`src/rtl/param_comp.sv`:
```
// ---------------------------------------------------------------------------
// param_comp
//   Compares a sample operand x against a loadable reference register (crux)
//   with a selectable unsigned operator. Produces a registered result one
//   cycle after each valid sample, a saturating count of hits and a streak
//   flag that is high once three or more consecutive valid samples hit.
//
// Ports
//   clk       : single clock, rising edge
//   rst       : asynchronous, active-high reset
//   ld_crux   : load crux from crux_in on this edge
//   crux_in   : new reference value (WIDTH)
//   mode      : 00 EQ, 01 GT, 10 LT, 11 NE (sampled with x on in_valid)
//   in_valid  : x and mode are valid this cycle
//   x         : sample operand (WIDTH)
//   clr_cnt   : synchronous clear of hit_cnt, wins over a same-cycle hit
//   out_valid : result valid, in_valid delayed by one cycle
//   result    : registered outcome of (x op crux), held while idle
//   hit_cnt   : saturating number of hits (CNT_W)
//   streak    : high while in LOCK (three or more consecutive hits)
//
// Handshake: in_valid is a one-cycle qualifier with no backpressure; every
// cycle with in_valid=1 produces exactly one out_valid=1 cycle one edge later.
// ---------------------------------------------------------------------------
module param_comp #(
   parameter int WIDTH = 3,
   parameter int CNT_W = 4
) (
   input  logic             clk,
   input  logic             rst,
   input  logic             ld_crux,
   input  logic [WIDTH-1:0] crux_in,
   input  logic [1:0]       mode,
   input  logic             in_valid,
   input  logic [WIDTH-1:0] x,
   input  logic             clr_cnt,
   output logic             out_valid,
   output logic             result,
   output logic [CNT_W-1:0] hit_cnt,
   output logic             streak
);

   typedef enum logic [1:0] {
      S0   = 2'd0,
      S1   = 2'd1,
      S2   = 2'd2,
      LOCK = 2'd3
   } state_t;

   localparam logic [1:0] MODE_EQ = 2'b00;
   localparam logic [1:0] MODE_GT = 2'b01;
   localparam logic [1:0] MODE_LT = 2'b10;

   localparam logic [CNT_W-1:0] CNT_MAX = {CNT_W{1'b1}};

   logic [WIDTH-1:0] crux;
   state_t           state;
   logic             cmp;
   logic             hit;

   // Compare uses the crux value registered before this edge, so a load in
   // the same cycle only affects later samples.
   always_comb begin
      cmp = 1'b0;
      case (mode)
         MODE_EQ: cmp = (x == crux);
         MODE_GT: cmp = (x >  crux);
         MODE_LT: cmp = (x <  crux);
         default: cmp = (x != crux);
      endcase
   end

   assign hit = in_valid & cmp;

   always_ff @(posedge clk or posedge rst) begin
      if (rst) begin
         crux <= '0;
      end else if (ld_crux) begin
         crux <= crux_in;
      end
   end

   always_ff @(posedge clk or posedge rst) begin
      if (rst) begin
         out_valid <= 1'b0;
         result    <= 1'b0;
      end else begin
         out_valid <= in_valid;
         if (in_valid) begin
            result <= cmp;
         end
      end
   end

   always_ff @(posedge clk or posedge rst) begin
      if (rst) begin
         hit_cnt <= '0;
      end else if (clr_cnt) begin
         hit_cnt <= '0;
      end else if (hit && (hit_cnt != CNT_MAX)) begin
         hit_cnt <= hit_cnt + 1'b1;
      end
   end

   // Streak FSM: idle cycles hold the state, a valid miss restarts it.
   // streak is registered alongside the state so it is high exactly in LOCK.
   always_ff @(posedge clk or posedge rst) begin
      if (rst) begin
         state  <= S0;
         streak <= 1'b0;
      end else if (in_valid) begin
         if (cmp) begin
            case (state)
               S0:      begin state <= S1;   streak <= 1'b0; end
               S1:      begin state <= S2;   streak <= 1'b0; end
               default: begin state <= LOCK; streak <= 1'b1; end
            endcase
         end else begin
            state  <= S0;
            streak <= 1'b0;
         end
      end
   end

endmodule

```
`config.mk`:
```
export PLATFORM = sky130hd
export DESIGN_NAME = param_comp
export DESIGN_NICKNAME = d
export VERILOG_FILES = /design/src/rtl/param_comp.sv
export SDC_FILE = /design/constraint.sdc
export NUM_CORES = 1
export LEC_CHECK = 0
export BUFFER_PORTS_ARGS = -buffer_cell sky130_fd_sc_hd__buf_2
export CORE_MARGIN = 4
export CORE_UTILIZATION = 47
export DETAILED_ROUTE_END_ITERATION = 10
export HOLD_SLACK_MARGIN = 0.12
export MAX_ROUTING_LAYER = met4
export PLACE_DENSITY = 0.75
export SLEW_MARGIN = 25
export SYNTH_ARGS = -nofsm -noshare
export SYNTH_HDL_FRONTEND = slang
export SYNTH_SLANG_ARGS = --single-unit
```
`constraint.sdc`:
```
create_clock -name clk -period 2.2 [get_ports clk]
set_clock_uncertainty 0.05 [all_clocks]
set_input_delay 0 -clock clk [delete_from_list [all_inputs] [get_ports clk]]
set_output_delay 0 -clock clk [all_outputs]
set_load 0.02 [all_outputs]
```
* Word level (Yosys, flattened, before mapping)
Index checks and enable logic that the tools add are counted.
Storage, ports and cells: register bits after elaboration 12, bits of input ports 13, word-level logic and storage cells 28
Cells by class: add/subtract/negate cells 1, order comparisons 2, equality and inequality tests 6, muxes and demuxes 7, bitwise logic cells 1, reductions and logical operators 5
Operator list (number):
- 2-to-1 mux 4 bit | 2
- adder 4 x 1 -> 4 bit, second input constant | 1
- == test 2 x 1 -> 1 bit, second input constant | 2
- logical NOT 2 bit | 2
- inequality test 4 bit, second input constant | 1
- case mux 2 bit (2 select lines) | 1
- == test 3 bit | 1
- greater-than comparator 3 bit | 1
- < comparator 3 bit | 1
- inequality test 3 bit | 1
- case mux 1 bit (3 select lines) | 1
- == test 2 bit, second input constant | 1
- 2-to-1 mux 1 bit | 2
- 2-to-1 mux 2 bit | 1
- nonzero test 2 bit | 1
- OR reduction 2 bit | 1
- AND 1 bit | 1
- logical AND 1 bit | 1

* Longest topological paths before layout
depth in word-level cells 6, depth in mapped cells 7, mapped depth without buffers 7

* Worst setup path before layout
Ideal clock, no wire load.
path type flip-flop to flip-flop, from register crux[2], to register hit_cnt[3], library setup time 133 ps, data arrival time 1494 ps, path slack 523 ps, cell stages (with the launch flop) 8, buffers on the path 0, clock period less this slack 1677 ps, cell sequence dfrtp_1 inv_1 ha_1 a21oi_1 a211o_1 nand3_2 o41ai_1 a21oi_1
On the way: word-level cells in the longest chain between the ends 5, elaborated cells between the ends (all ways) 8
RTL lines:
- start, declared | RTL line 56 | logic [WIDTH-1:0] crux;
- start signal, assigned | RTL line 79 | crux <= crux_in;
- < comparator 3 bit (tied with other cells) | RTL line 68 | MODE_LT: cmp = (x < crux);
- case mux 1 bit (3 select lines) (*) | RTL line 65 | case (mode)
- AND 1 bit (*) | RTL line 73 | assign hit = in_valid & cmp;
- logical AND 1 bit (*) | RTL line 100 | end else if (hit && (hit_cnt != CNT_MAX)) begin
- nonzero test 2 bit (no line) (*)
- end signal, assigned | RTL line 101 | hit_cnt <= hit_cnt + 1'b1;
- end, declared | RTL line 39 | output logic [CNT_W-1:0] hit_cnt,
Every way passes the cells marked *; elsewhere a longest branch is shown, timed or not. A chain may end at the register's enable or synchronous reset.

* Worst setup path after layout
from register crux[2], to register hit_cnt[2]
Same word-level chain as after synthesis.

==> metrics <==
Slew HR a little over two thirds; Final HPWL DP approximately 960 um; most common cell after layout, fill and taps aside buf_2; crit-path leading delay family compound AO/OA/AOI/OAI gates; commonest cells after routing, fill and taps aside buf_2 (19), dfrtp_1 (12), dlygate4sd3_1 (11), inv_1 (10), nand2_1 (8); Worst setup EP type flip-flop; synth top area cells dfrtp_1 (49%), ha_1 (8.1%), inv_1 (6.1%), nand2_1 (4.9%), a21oi_1 (3.2%); cts hold-fix bufs 11; DR WL/cell between 10 and 15 um; WP data arrival 1.99 ns; Yosys reg bits 12; Place WS between 0.3 and 0.4 ns; crit start category flip-flop; total die area a little under 2000 um^2; IO Pins 20; Worst Setup Slack, final about 0.32 ns; initial core utilization a little over half; # port buffers 19; post-CTS sizing 0; Yosys cell types 25; synthesized cell area approximately 620 um^2; CTS tree built; Clock transition at path regs ~0.070 ns; YS warnings 0; fmax 533 MHz; setup_tns 0 ns; Clock Sinks 12; initial antenna violation count 0; share of cells above drive strength 1 about a quarter; Core Region ~1200 um^2; GRT busiest layer met2; final hold violation count 0; vias 571; clock latency on the worst-skew pair 0.26 ns; highest ir drop seen on vdd roughly 0.41 mV; GRT met2 Usage between 20 and 30%; Max FO, Critical Path 10; Die Wd 44.2 um; sequential cell area fraction in the yosys report between 40% and 50%; # rows 12; Finished Core Util between 70% and 80%; final worst path period share between 80% and 90%; post-layout min period around 1.9 ns; Post-CTS Repair Setup Buffers 0; Routed Antenna Nets 0; gr usage total 15.7%; largest area contributor in the netlist dfrtp_1; chip height about 44 um; Detailed Routing Iterations Pass 1 4; worst path bufs/invs 1; worst path cell trace inv_1 > ha_1 > a21oi_1 > a211o_1 > nand3_2 > o21ba_1 > a211oi_1; Syn Nets 80; Slowest-stage cell, CP dfrtp_1; CTS buffer count 3; pwr dens roughly 660 nW/um^2; required time of the critical path 2.31 ns; max cap viols 0; synthesis-to-finish area growth 41.4%; vias in the first global route 575; max incr delay on CP between 0.3 and 0.4 ns; Synth top area share roughly 50%; WS Path Type reg -> reg; Slew @ Worst Pin 0.456 ns; 1st-iter DRT viols 6; Via-to-Cell Ratio between 5 and 6; met3 Track Usage GR approximately 2.4%; Post-DP Area 726 um^2; RSZ-0062 raised after global routing false; largest net degree at the start of global routing 13; Slew Limit Fails 0; design area just under 900 um^2; Hold Crit Class in -> reg; status complete, no violations; total power 0.000579 W; Pleak about 0.44 nW; Clock Tree Root clkbuf_4; Mean Syn Cell Area between 9 and 10 um^2; gpl congestion between 0.7 and 0.8; ANT cells 0; Synth Instances 63; drc violations 0; Max Root-Sink Buffers 2; routing usage on met1 between 15 and 20%; endpoints failing setup 0; grt ovf 0; final wirelength between 1 and 1.5 mm; Clock H-tree levels 1; Final Net Count approximately 110; first-pass GRT wire length between 2 and 2.5 mm
routing by layer:
layer  vias up  share of wire [%]
met5         -                  0
met4         0               0.98
met3         4                3.8
met2        15                 53
met1       260                 42
li1        292                  -
state kept, by name, indices dropped and copies added, names as in the netlist:
| name | flops |
|---|---|
| result | 1 |
| state | 2 |
| hit_cnt | 4 |
| crux | 3 |
| out_valid | 1 |
| streak | 1 |
metrics by stage:
step                      hold slack (ns)  std cells
after floorplan                    -0.185         63
after global placement            -0.0169         95
after detailed placement          -0.0281         95
after CTS                           0.203        110
after global routing                0.213        110
final                               0.215        110
cells by family after synthesis:
group / count (synthesis) / share of synthesized area [%]
AO/OA/AOI/OAI: 16 / 17.4
adder cells (fa/ha/maj): 4 / 8.11
buffers and inverters: 11 / 6.69
flip-flops: 12 / 48.7
multiplexers: 3 / 5.07
AND/OR/NAND/NOR: 17 / 14.0
where the power goes:
part	leakage (nW)	internal (W)	switching (W)	total (W)
clock network	0.0210	0.000100	0.0000684	0.000169
registers	0.152	0.000249	0.0000167	0.000266
logic	0.269	0.0000653	0.0000794	0.000145
layout make-up:
| cell class | instances | area, um^2 |
|---|---|---|
| clock buffer | 4 | 36.3 |
| inverter | 10 | 37.5 |
| sequential | 12 | 300 |
| multi-input combinational | 40 | 275 |
| timing repair buffer | 30 | 205 |
| fill | 92 | 299 |
| tap | 14 | 17.5 |
worst register-to-register path, stage by stage (launching register included):
cell and delay (ns):
dfrtp_1 0.33, inv_1 0.05, ha_1 0.31, a21oi_1 0.22, a211o_1 0.16, nand3_2 0.18, o21ba_1 0.24, a211oi_1 0.24
cell usage after synthesis:
cell and number:
or2_0 1, nor4_1 1, o41ai_1 1, mux2_2 1, nor2_1 1, nand3b_1 1
o21ai_0 3, nand2_1 8, nor3_1 1, a211oi_1 1, dfrtp_1 12, o21bai_1 1
nand3_1 1, o21ba_1 1, a211o_1 1, a311oi_1 1, a21oi_1 4, inv_1 10
o22ai_1 2, nand4_1 2, nand3_2 1, buf_1 1, ha_1 4, mux2i_1 2
a41oi_1 1
path summary, 6_finish.rpt:
path	startpoint	end	slack (ns)	depth (start not counted)
min in group asynchronous	rst	crux[1]	0.24	3
hold / removal	mode[0]	state[1]	0.21	4
max in group asynchronous	rst	state[1]	1.55	3
setup reg to reg	crux[2]	hit_cnt[2]	0.32	7
hold reg to reg	streak	streak	0.48	2
setup / recovery	crux[2]	hit_cnt[2]	0.32	7
No activity file was read; power rests on OpenSTA's default activity.
